`config.mk`:
```
export PLATFORM = sky130hd
export DESIGN_NAME = multicycle_control_flat
export DESIGN_NICKNAME = d
export VERILOG_FILES = /design/src/rtl/multicycle_control_if.sv /design/src/rtl/multicycle_control.sv /design/src/flat_wrapper.sv
export SDC_FILE = /design/constraint.sdc
export NUM_CORES = 1
export LEC_CHECK = 0
export ABC_CLOCK_PERIOD_IN_PS = 1660
export CAP_MARGIN = 20
export CORE_AREA = 10 10 82 77
export DETAILED_ROUTE_END_ITERATION = 7
export DIE_AREA = 0 0 92 87
export DONT_BUFFER_PORTS = 1
export GPL_TIMING_DRIVEN = 0
export PLACE_DENSITY = 0.59
export SETUP_SLACK_MARGIN = 0.4
export SYNTH_ARGS = -nofsm -noshare
export SYNTH_HDL_FRONTEND = slang
export SYNTH_SLANG_ARGS = --single-unit
```
`constraint.sdc`:
```
create_clock -name LOGISIM_CLOCK_TREE_0 -period 1.66 [get_ports LOGISIM_CLOCK_TREE_0]
set_clock_uncertainty 0.2 [all_clocks]
set_input_delay 0.332 -clock LOGISIM_CLOCK_TREE_0 [delete_from_list [all_inputs] [get_ports LOGISIM_CLOCK_TREE_0]]
set_output_delay 0.332 -clock LOGISIM_CLOCK_TREE_0 [all_outputs]
set_load 0.05 [all_outputs]
```
`src/rtl/multicycle_control_if.sv`:
```
// Interface between the instruction register / datapath and the multi-cycle control FSM.
// The slave modport is the controller's view; the master modport is the datapath side.
interface multicycle_control_if #(
    parameter int ALU_OP_W = 4
);
    logic [5:0]          OP;
    logic [5:0]          Func;
    logic                MemReady;
    logic                Go;
    logic                PCWrite;
    logic                PCWriteCond;
    logic                IRWrite;
    logic                MemRead;
    logic                MemWrite;
    logic                RegWrite;
    logic                RegDst;
    logic                MemToReg;
    logic                ALU_SRC;
    logic                SignedExt;
    logic                LB;
    logic                SRAV;
    logic                Beq;
    logic                Bne;
    logic                BLTZ;
    logic                JMP;
    logic                JR;
    logic                JAL;
    logic [ALU_OP_W-1:0] ALU_OP;
    logic                SysCALL;
    logic                Halted;
    logic                IllegalOp;
    logic [2:0]          State;

    modport slave (
        input  OP, Func, MemReady, Go,
        output PCWrite, PCWriteCond, IRWrite, MemRead, MemWrite, RegWrite,
               RegDst, MemToReg, ALU_SRC, SignedExt, LB, SRAV, Beq, Bne, BLTZ,
               JMP, JR, JAL, ALU_OP, SysCALL, Halted, IllegalOp, State
    );

    modport master (
        output OP, Func, MemReady, Go,
        input  PCWrite, PCWriteCond, IRWrite, MemRead, MemWrite, RegWrite,
               RegDst, MemToReg, ALU_SRC, SignedExt, LB, SRAV, Beq, Bne, BLTZ,
               JMP, JR, JAL, ALU_OP, SysCALL, Halted, IllegalOp, State
    );
endinterface

```
`src/rtl/multicycle_control.sv`:
```
// Multi-cycle MIPS control: decodes OP/Func once in DECODE, registers the control word,
// and sequences FETCH/DECODE/EXEC/MEM/WB with memory wait-states, MULTU latency and HALT.
//
// state  | meaning
// FETCH  | read instruction, wait for MemReady, load IR and PC+4
// DECODE | decode OP/Func, register control word
// EXEC   | ALU / branch / jump, MULTU held for MUL_LAT cycles
// MEM    | load or store, wait for MemReady
// WB     | register file write
// HALT   | SYSCALL, wait for Go
module multicycle_control #(
    parameter int ALU_OP_W = 4,
    parameter int MUL_LAT  = 3
) (
    input  logic [4:0]                  LOGISIM_CLOCK_TREE_0,
    input  logic                        Reset_n,
    multicycle_control_if.slave         bus
);
    typedef enum logic [2:0] {
        S_FETCH  = 3'd0,
        S_DECODE = 3'd1,
        S_EXEC   = 3'd2,
        S_MEM    = 3'd3,
        S_WB     = 3'd4,
        S_HALT   = 3'd5
    } state_t;

    typedef struct packed {
        logic [3:0] alu_op;
        logic       reg_dst;
        logic       mem_to_reg;
        logic       alu_src;
        logic       signed_ext;
        logic       lb;
        logic       srav;
        logic       beq;
        logic       bne;
        logic       bltz;
        logic       jmp;
        logic       jr;
        logic       jal;
        logic       is_load;
        logic       is_store;
        logic       is_mul;
    } ctrl_t;

    localparam int CNT_W = (MUL_LAT > 1) ? $clog2(MUL_LAT) : 1;

    wire w_clk        = LOGISIM_CLOCK_TREE_0[4];
    wire w_unused_clk = ^LOGISIM_CLOCK_TREE_0[3:0];

    state_t           r_state;
    state_t           w_next;
    ctrl_t            r_ctrl;
    ctrl_t            w_dec;
    logic [CNT_W-1:0] r_mul_cnt;
    logic             w_legal, w_syscall;
    logic             w_pc_write, w_pc_cond, w_ir_write, w_mem_read, w_mem_write, w_reg_write;
    logic             w_illegal, w_halt, w_lvl_en;

    always_comb begin
        w_dec     = '0;
        w_legal   = 1'b1;
        w_syscall = 1'b0;
        if (bus.OP == 6'h00) begin
            w_dec.reg_dst = 1'b1;
            case (bus.Func)
                6'h00: w_dec.alu_op = 4'd0;
                6'h03: w_dec.alu_op = 4'd1;
                6'h02: w_dec.alu_op = 4'd2;
                6'h07: begin w_dec.alu_op = 4'd1; w_dec.srav = 1'b1; end
                6'h08: begin w_dec.reg_dst = 1'b0; w_dec.jr = 1'b1; end
                6'h0C: begin w_dec.reg_dst = 1'b0; w_syscall = 1'b1; end
                6'h19: begin w_dec.alu_op = 4'd3; w_dec.is_mul = 1'b1; end
                6'h20, 6'h21: w_dec.alu_op = 4'd5;
                6'h22: w_dec.alu_op = 4'd6;
                6'h24: w_dec.alu_op = 4'd7;
                6'h25: w_dec.alu_op = 4'd8;
                6'h26: w_dec.alu_op = 4'd9;
                6'h27: w_dec.alu_op = 4'd10;
                6'h2A: w_dec.alu_op = 4'd11;
                6'h2B: w_dec.alu_op = 4'd12;
                default: w_legal = 1'b0;
            endcase
        end else begin
            case (bus.OP)
                6'h01: begin w_dec.alu_op = 4'd6; w_dec.bltz = 1'b1; end
                6'h02: w_dec.jmp = 1'b1;
                6'h03: w_dec.jal = 1'b1;
                6'h04: begin w_dec.alu_op = 4'd6; w_dec.beq = 1'b1; end
                6'h05: begin w_dec.alu_op = 4'd6; w_dec.bne = 1'b1; end
                6'h08, 6'h09: begin w_dec.alu_op = 4'd5; w_dec.signed_ext = 1'b1; w_dec.alu_src = 1'b1; end
                6'h0A: begin w_dec.alu_op = 4'd11; w_dec.signed_ext = 1'b1; w_dec.alu_src = 1'b1; end
                6'h0C: begin w_dec.alu_op = 4'd7; w_dec.alu_src = 1'b1; end
                6'h0D: begin w_dec.alu_op = 4'd8; w_dec.alu_src = 1'b1; end
                6'h0E: begin w_dec.alu_op = 4'd9; w_dec.alu_src = 1'b1; end
                6'h20, 6'h23: begin
                    w_dec.alu_op     = 4'd5;
                    w_dec.signed_ext = 1'b1;
                    w_dec.alu_src    = 1'b1;
                    w_dec.mem_to_reg = 1'b1;
                    w_dec.is_load    = 1'b1;
                    w_dec.lb         = (bus.OP == 6'h20);
                end
                6'h2B: begin
                    w_dec.alu_op     = 4'd5;
                    w_dec.signed_ext = 1'b1;
                    w_dec.alu_src    = 1'b1;
                    w_dec.is_store   = 1'b1;
                end
                default: w_legal = 1'b0;
            endcase
        end
    end

    always_ff @(posedge w_clk or negedge Reset_n) begin
        if (!Reset_n) begin
            r_state   <= S_FETCH;
            r_ctrl    <= '0;
            r_mul_cnt <= '0;
        end else begin
            r_state <= w_next;
            if (r_state == S_DECODE) begin
                r_ctrl    <= w_dec;
                r_mul_cnt <= CNT_W'(MUL_LAT - 1);
            end else if (r_state == S_EXEC && r_mul_cnt != '0) begin
                r_mul_cnt <= r_mul_cnt - CNT_W'(1);
            end
        end
    end

    always_comb begin
        w_next      = r_state;
        w_pc_write  = 1'b0;
        w_pc_cond   = 1'b0;
        w_ir_write  = 1'b0;
        w_mem_read  = 1'b0;
        w_mem_write = 1'b0;
        w_reg_write = 1'b0;
        w_illegal   = 1'b0;
        w_halt      = 1'b0;
        case (r_state)
            S_FETCH: begin
                w_mem_read = 1'b1;
                if (bus.MemReady) begin
                    w_ir_write = 1'b1;
                    w_pc_write = 1'b1;
                    w_next     = S_DECODE;
                end
            end
            S_DECODE: begin
                if (!w_legal) begin
                    w_illegal = 1'b1;
                    w_next    = S_FETCH;
                end else if (w_syscall) begin
                    w_next = S_HALT;
                end else begin
                    w_next = S_EXEC;
                end
            end
            S_EXEC: begin
                if (r_ctrl.beq || r_ctrl.bne || r_ctrl.bltz) begin
                    w_pc_cond = 1'b1;
                    w_next    = S_FETCH;
                end else if (r_ctrl.jmp || r_ctrl.jr || r_ctrl.jal) begin
                    w_pc_write  = 1'b1;
                    w_reg_write = r_ctrl.jal;
                    w_next      = S_FETCH;
                end else if (r_ctrl.is_mul) begin
                    if (r_mul_cnt == '0) w_next = S_WB;
                end else if (r_ctrl.is_load || r_ctrl.is_store) begin
                    w_next = S_MEM;
                end else begin
                    w_next = S_WB;
                end
            end
            S_MEM: begin
                if (r_ctrl.is_store) begin
                    w_mem_write = 1'b1;
                    if (bus.MemReady) w_next = S_FETCH;
                end else begin
                    w_mem_read = 1'b1;
                    if (bus.MemReady) w_next = S_WB;
                end
            end
            S_WB: begin
                w_reg_write = 1'b1;
                w_next      = S_FETCH;
            end
            S_HALT: begin
                w_halt = 1'b1;
                if (bus.Go) w_next = S_FETCH;
            end
            default: w_next = S_FETCH;
        endcase
    end

    // Reset_n gates every output so nothing is visible while reset is held.
    assign w_lvl_en = Reset_n && (r_state == S_EXEC || r_state == S_MEM ||
                                  r_state == S_WB   || r_state == S_HALT);

    assign bus.PCWrite     = Reset_n & w_pc_write;
    assign bus.PCWriteCond = Reset_n & w_pc_cond;
    assign bus.IRWrite     = Reset_n & w_ir_write;
    assign bus.MemRead     = Reset_n & w_mem_read;
    assign bus.MemWrite    = Reset_n & w_mem_write;
    assign bus.RegWrite    = Reset_n & w_reg_write;
    assign bus.IllegalOp   = Reset_n & w_illegal;
    assign bus.SysCALL     = Reset_n & w_halt;
    assign bus.Halted      = Reset_n & w_halt;
    assign bus.State       = Reset_n ? r_state : 3'd0;

    assign bus.RegDst    = w_lvl_en & r_ctrl.reg_dst;
    assign bus.MemToReg  = w_lvl_en & r_ctrl.mem_to_reg;
    assign bus.ALU_SRC   = w_lvl_en & r_ctrl.alu_src;
    assign bus.SignedExt = w_lvl_en & r_ctrl.signed_ext;
    assign bus.LB        = w_lvl_en & r_ctrl.lb;
    assign bus.SRAV      = w_lvl_en & r_ctrl.srav;
    assign bus.Beq       = w_lvl_en & r_ctrl.beq;
    assign bus.Bne       = w_lvl_en & r_ctrl.bne;
    assign bus.BLTZ      = w_lvl_en & r_ctrl.bltz;
    assign bus.JMP       = w_lvl_en & r_ctrl.jmp;
    assign bus.JR        = w_lvl_en & r_ctrl.jr;
    assign bus.JAL       = w_lvl_en & r_ctrl.jal;
    assign bus.ALU_OP    = w_lvl_en ? ALU_OP_W'(r_ctrl.alu_op) : '0;
endmodule

```
`src/flat_wrapper.sv`:
```
// flat-port wrapper written by rule: the top's interface ports become plain ports
module multicycle_control_flat 
#(
    parameter int ALU_OP_W = 4,
    parameter int MUL_LAT  = 3
)
  (LOGISIM_CLOCK_TREE_0, Reset_n, bus_OP, bus_Func, bus_MemReady, bus_Go, bus_PCWrite, bus_PCWriteCond, bus_IRWrite, bus_MemRead, bus_MemWrite, bus_RegWrite, bus_RegDst, bus_MemToReg, bus_ALU_SRC, bus_SignedExt, bus_LB, bus_SRAV, bus_Beq, bus_Bne, bus_BLTZ, bus_JMP, bus_JR, bus_JAL, bus_ALU_OP, bus_SysCALL, bus_Halted, bus_IllegalOp, bus_State);
  multicycle_control_if #(.ALU_OP_W(ALU_OP_W)) bus_i ();
  input  logic [4:0] LOGISIM_CLOCK_TREE_0;
  input  logic Reset_n;
  input wire logic [$bits(bus_i.OP)-1:0] bus_OP;
  input wire logic [$bits(bus_i.Func)-1:0] bus_Func;
  input wire logic [$bits(bus_i.MemReady)-1:0] bus_MemReady;
  input wire logic [$bits(bus_i.Go)-1:0] bus_Go;
  output wire logic [$bits(bus_i.PCWrite)-1:0] bus_PCWrite;
  output wire logic [$bits(bus_i.PCWriteCond)-1:0] bus_PCWriteCond;
  output wire logic [$bits(bus_i.IRWrite)-1:0] bus_IRWrite;
  output wire logic [$bits(bus_i.MemRead)-1:0] bus_MemRead;
  output wire logic [$bits(bus_i.MemWrite)-1:0] bus_MemWrite;
  output wire logic [$bits(bus_i.RegWrite)-1:0] bus_RegWrite;
  output wire logic [$bits(bus_i.RegDst)-1:0] bus_RegDst;
  output wire logic [$bits(bus_i.MemToReg)-1:0] bus_MemToReg;
  output wire logic [$bits(bus_i.ALU_SRC)-1:0] bus_ALU_SRC;
  output wire logic [$bits(bus_i.SignedExt)-1:0] bus_SignedExt;
  output wire logic [$bits(bus_i.LB)-1:0] bus_LB;
  output wire logic [$bits(bus_i.SRAV)-1:0] bus_SRAV;
  output wire logic [$bits(bus_i.Beq)-1:0] bus_Beq;
  output wire logic [$bits(bus_i.Bne)-1:0] bus_Bne;
  output wire logic [$bits(bus_i.BLTZ)-1:0] bus_BLTZ;
  output wire logic [$bits(bus_i.JMP)-1:0] bus_JMP;
  output wire logic [$bits(bus_i.JR)-1:0] bus_JR;
  output wire logic [$bits(bus_i.JAL)-1:0] bus_JAL;
  output wire logic [$bits(bus_i.ALU_OP)-1:0] bus_ALU_OP;
  output wire logic [$bits(bus_i.SysCALL)-1:0] bus_SysCALL;
  output wire logic [$bits(bus_i.Halted)-1:0] bus_Halted;
  output wire logic [$bits(bus_i.IllegalOp)-1:0] bus_IllegalOp;
  output wire logic [$bits(bus_i.State)-1:0] bus_State;
  assign bus_i.OP = bus_OP;
  assign bus_i.Func = bus_Func;
  assign bus_i.MemReady = bus_MemReady;
  assign bus_i.Go = bus_Go;
  assign bus_PCWrite = bus_i.PCWrite;
  assign bus_PCWriteCond = bus_i.PCWriteCond;
  assign bus_IRWrite = bus_i.IRWrite;
  assign bus_MemRead = bus_i.MemRead;
  assign bus_MemWrite = bus_i.MemWrite;
  assign bus_RegWrite = bus_i.RegWrite;
  assign bus_RegDst = bus_i.RegDst;
  assign bus_MemToReg = bus_i.MemToReg;
  assign bus_ALU_SRC = bus_i.ALU_SRC;
  assign bus_SignedExt = bus_i.SignedExt;
  assign bus_LB = bus_i.LB;
  assign bus_SRAV = bus_i.SRAV;
  assign bus_Beq = bus_i.Beq;
  assign bus_Bne = bus_i.Bne;
  assign bus_BLTZ = bus_i.BLTZ;
  assign bus_JMP = bus_i.JMP;
  assign bus_JR = bus_i.JR;
  assign bus_JAL = bus_i.JAL;
  assign bus_ALU_OP = bus_i.ALU_OP;
  assign bus_SysCALL = bus_i.SysCALL;
  assign bus_Halted = bus_i.Halted;
  assign bus_IllegalOp = bus_i.IllegalOp;
  assign bus_State = bus_i.State;
  multicycle_control #(.ALU_OP_W(ALU_OP_W), .MUL_LAT(MUL_LAT)) u_core (.LOGISIM_CLOCK_TREE_0(LOGISIM_CLOCK_TREE_0), .Reset_n(Reset_n), .bus(bus_i));
endmodule
```
After elaboration in Yosys (flattened, before gate mapping)
Index checks and enable logic that the tools add are counted.
Storage, ports and cells
  register bits: 24
  input bits: 20
  output and inout bits: 28
Cells by class
  add/sub/neg operators: 1
  eq/ne operators: 38
  mux-type cells: 63
  bitwise gates (word level): 20
  reductions and logical operators: 27
Operators by type and width (count)
  equality test 6 bit, second input constant: 12
  equality test 6 x 4 -> 1 bit, second input constant: 8
  one-hot mux 4 bit (11 select lines): 1
  2-to-1 mux 3 bit: 14
  2-to-1 mux 1 bit: 37
  equality test 6 x 2 -> 1 bit, second input constant: 4
  one-hot mux 4 bit (6 select lines): 1
  bitwise AND 1 bit: 20
  equality test 6 x 3 -> 1 bit, second input constant: 3
  2-to-1 mux 4 bit: 4
  OR reduction 16 bit: 1
  one-hot mux 3 bit (5 select lines): 1
  OR reduction 14 bit: 1
  zero test 6 bit: 2
  OR reduction 9 bit: 1
  logical OR 1 bit: 8
  OR reduction 2 bit: 4
  equality test 3 x 2 -> 1 bit, second input constant: 2
  equality test 3 bit, second input constant: 2
  equality test 6 x 1 -> 1 bit, second input constant: 1
  equality test 6 x 5 -> 1 bit, second input constant: 1
  != test 2 bit, second input constant: 3
  one-hot mux 1 bit (2 select lines): 3
  OR reduction 6 bit: 1
  other kinds (11): 14

Logic depth before layout (Yosys ltp)
  word-level depth: 7
  depth in mapped cells: 6

Worst setup path after synthesis
OpenSTA, ideal clock, no wires.
  path type: register -> output
  start point: register u_core.r_state[2]
  end point: output port bus_SysCALL
  arrival: 2187 ps
  data required time: 1128 ps
  slack: -1059 ps
  cell stages (with the launch flop): 5
  buffers on the path: 2
  cells stage by stage: dfrtp_1 > buf_2 > and2_1 > nor2b_1 > buf_4
On the way
  word-level cells in the longest chain between the ends: 3
RTL lines
  from (decl): line multicycle_control.sv:52  | state_t r_state;
  from (signal assigned): line multicycle_control.sv:122  | r_state <= w_next;
  equality test 3 bit: line multicycle_control.sv:142  | case (r_state)
  2-to-1 mux 1 bit: line multicycle_control.sv:142
  bitwise AND 1 bit
  to (decl): line flat_wrapper.sv:34  | output wire logic [$bits(bus_i.SysCALL)-1:0] bus_SysCALL;
No other way between the ends.

Final worst setup path
  start point: register u_core.r_state[1]
  end point: output port bus_ALU_OP[1]
On the way
  word-level cells in the longest chain between the ends: 6
  elaborated cells between the ends (all ways): 9
  classes of those cells: eq/ne: 4; mux: 1; reduce/logical: 4
RTL lines
  equality test 3 x 2 -> 1 bit: line multicycle_control.sv:199  | assign w_lvl_en = Reset_n && (r_state == S_EXEC || r_state == S_MEM ||
  logical OR 1 bit (2 in a row): line multicycle_control.sv:199
  logical OR 1 bit (*): line multicycle_control.sv:200  | r_state == S_WB || r_state == S_HALT);
  logical AND 1 bit (*): line multicycle_control.sv:199
  2-to-1 mux 4 bit (*): line multicycle_control.sv:225  | assign bus.ALU_OP = w_lvl_en ? ALU_OP_W'(r_ctrl.alu_op) : '0;
  to (decl): line flat_wrapper.sv:33  | output wire logic [$bits(bus_i.ALU_OP)-1:0] bus_ALU_OP;
Mark *: on every way between the ends. The rest lies on a longest branch, timed or not.

==> impl_results.md <==
* Syn Area/Cell at 7.73 sq um
* DR pass1 iterations at 4
* Worst path top cell family by delay: flip-flops
* H-tree depth at 1
* Via/cell ratio at 5.83
* Seq/Total Area, Yosys at 29.8%
* Critical path's slowest cell: dfrtp_1
* Layout Nets at 318
* Most used flip-flop cell after synthesis: dfrtp_1
* Stages on worst setup path at 4
* Crit share post-route at 131%
* Max-slew violations at 0
* WP buf/inv at 2
* Critical path class: reg2out
* CP required at 1.13 ns
* Die Area at 0.00800 sq mm
* Violated checks: setup timing
* Worst slew pin tran at 0.729 ns
* Synthesized area at 0.00193 sq mm
* Grt ovf at 0
* Launch point of the worst path: u_core.r_state[1]$_DFFE_PN0P_
* Final TNS setup at -11.32 ns
* Die height at 87 um
* HP Class: in2reg
* CP Data Arrival Time at 1.65 ns
* Sequential Area at 577 sq um
* Core Area at 0.00468 sq mm
* Area leader, netlist: dfrtp_1
* TritonCTS Sinks at 23
* Status: complete, but fails checks
* Crit-path cells: buf_8 -> xor2_4 -> clkbuf_8 -> and3_4
* Flops & latches, synth at 23
* Reg-to-reg startpoint: u_core.r_ctrl[8]$_DFFE_PN0P_
* Post-synthesis instance total at 250
* Worst skew pair latency at 0.27 ns
* Buffers added on ports at 0
* Post-synth top area share at 29.8%
* DRC at 0
* F_max at 459 MHz
* Count leader, synth: nand2_1
* Antenna-violating nets left at 0
* Initial antenna violation count at 0
* Distinct cells, synth at 64
* HP Start: bus_Func[5]
* P&R area growth vs syn at 60.8%
* Max Cap Viol at 0
* Number of CTS-inserted buffers at 3
* CTS tree: yes
* Layout Cells excl Fill at 361
* Number of placement rows at 24
* Hold Vio Cnt, Final at 0
* WL per Instance at 19.2 um
* Largest cells by area after synthesis: dfrtp_1 30%, and3_1 6.5%, nand2_1 5.2%
* Worst Setup End Kind: primary output
* Final WS setup at -0.518 ns
* Delay of the slowest critical-path stage at 0.41 ns
* Longest Clk Path Bufs at 2
* R2R Path End: u_core.r_state[2]$_DFFE_PN0P_
* Largest net degree at the start of global routing at 24
* Placed Cells at 315
* DP HPWL at 4440 um
* Vias at 2103
* First-pass GRT wire length at 10900 um
* RSZ-0062 raised after global routing: yes
* Total global routing track utilization at 16.3%
* Initial core utilization at 41.2%
* Post-Syn Nets at 271
* Drt total wl at 6940 um
* R2R depth at 6
* Antenna diodes at 0
* Reg2Reg Setup Slack at -0.23 ns
* DR iter-0 viols at 193
* Final worst path period need at 2.18 ns
* Multi-input logic area at 0.00172 sq mm
* Async SR Flop Fraction at 100%
* Clock slew at reported path FFs at 0.09 ns
* CP Max Fanout at 8
* Startpoint type of the worst setup path: flip-flop
* Share of cells above drive strength 1 at 47.0%
* Synth warnings at 0
* Num ports at 48
* Post-synth EDFFs at 0
* Die width at 92 um
* Synth cell count leaders: 27 x nand2_1, 23 x dfrtp_1, 20 x and3_1
* Root Driver: clkbuf_8
* Max VDD drop at 0.576 mV
* Critical Path Sink: bus_ALU_OP[1]
* Placer congestion estimate at 0.841
* P per Cell Area at 1210 mW/mm^2
* Worst rel slew slack at 51.1%
* Leak at 1.24 nW
* Fillers at 373
* Number of global-route vias before repair at 2023
* Setup violations, final at 31
[what timing repair did]
action,CTS,global route
pin swaps,22,20
setup endpoints to repair,51,51
setup buffers,22,13
hold buffers,2,0
gates resized for setup,61,24
gates cloned,4,0
hold endpoints to repair,24,0
[final cells by class]
type,instances,area share [%]
clock inverter,1,0.242
clock buffer,3,1.33
multi-input combinational,198,55.3
sequential,23,18.6
tap,65,2.62
timing repair buffer,41,12.8
inverter,11,1.93
buffer,19,7.21
[metrics by stage]
| step | setup WS [ns] | hold slack (ns) | instance area (sq um) | util, % | total power, mW |
|---|---|---|---|---|---|
| 2_1_floorplan | -0.255 | -0.164 | 2240 | - | 1.97 |
| 3_3_place_gp | -0.465 | -0.162 | 2330 | 49.7 | 2.24 |
| 3_5_place_dp | -0.473 | -0.162 | 2330 | 49.7 | 2.25 |
| 4_1_cts | -0.505 | 0.0596 | 2890 | 61.8 | 3.40 |
| 5_1_grt | -0.563 | 0.0561 | 3110 | 66.3 | 3.93 |
| 6_report | -0.518 | 0.0624 | 3110 | 66.3 | 3.75 |
[sequential cells by signal, indices dropped and copies added (netlist names)]
name and cells:
u_core.r_ctrl 18, u_core.r_state 3, u_core.r_mul_cnt 2
[layout by cell type (no fill, tap or decap), types with 7 or more instances in the layout]
| master | instances |
|---|---|
| buf_4 | 27 |
| and3_4 | 17 |
| inv_1 | 7 |
| a21oi_1 | 7 |
| o21ai_1 | 9 |
| nand2_1 | 24 |
| nor2_1 | 15 |
| dfrtp_1 | 22 |
| buf_6 | 13 |
| o21ai_0 | 8 |
[how the worst min path moves through the flow]
| stage | endpoint | cells past startpoint |
|---|---|---|
| floorplan | u_core.r_ctrl[0]$_DFFE_PN0P_ | 0 |
| global placement | u_core.r_ctrl[7]$_DFFE_PN0P_ | 0 |
| detailed placement | u_core.r_ctrl[7]$_DFFE_PN0P_ | 0 |
| CTS | u_core.r_ctrl[4]$_DFFE_PN0P_ | 2 |
| global route | u_core.r_ctrl[4]$_DFFE_PN0P_ | 2 |
| finish | u_core.r_ctrl[4]$_DFFE_PN0P_ | 2 |
[cell families (layout without fill, tap and decap cells)]
| group | after synthesis | in the layout | synth area share [%] |
|---|---|---|---|
| flip-flops | 23 | 23 | 29.8 |
| XOR/XNOR | 1 | 1 | 0.453 |
| buffers and inverters | 30 | 75 | 7.19 |
| multiplexers | 2 | 2 | 1.04 |
| AND/OR/NAND/NOR | 128 | 129 | 37.3 |
| AO/OA/AOI/OAI | 64 | 64 | 23.1 |
| adder cells (fa/ha/maj) | 2 | 2 | 1.17 |
[power breakdown]
group | switching, mW | internal (mW)
registers | 0.117 | 0.680
clock network | 0.189 | 0.170
logic | 1.37 | 1.22
total | 1.67 | 2.07
[metal layers]
metal | GRT usage [%] | up-vias | routed length (um)
met5 | 0 | - | 0
met4 | 4.34 | 0 | 46
met3 | 4.31 | 4 | 567
met2 | 24.7 | 62 | 3190
met1 | 22.3 | 1022 | 3140
li1 | - | 1015 | -
Note: power is estimated with default switching activity, not from simulation.
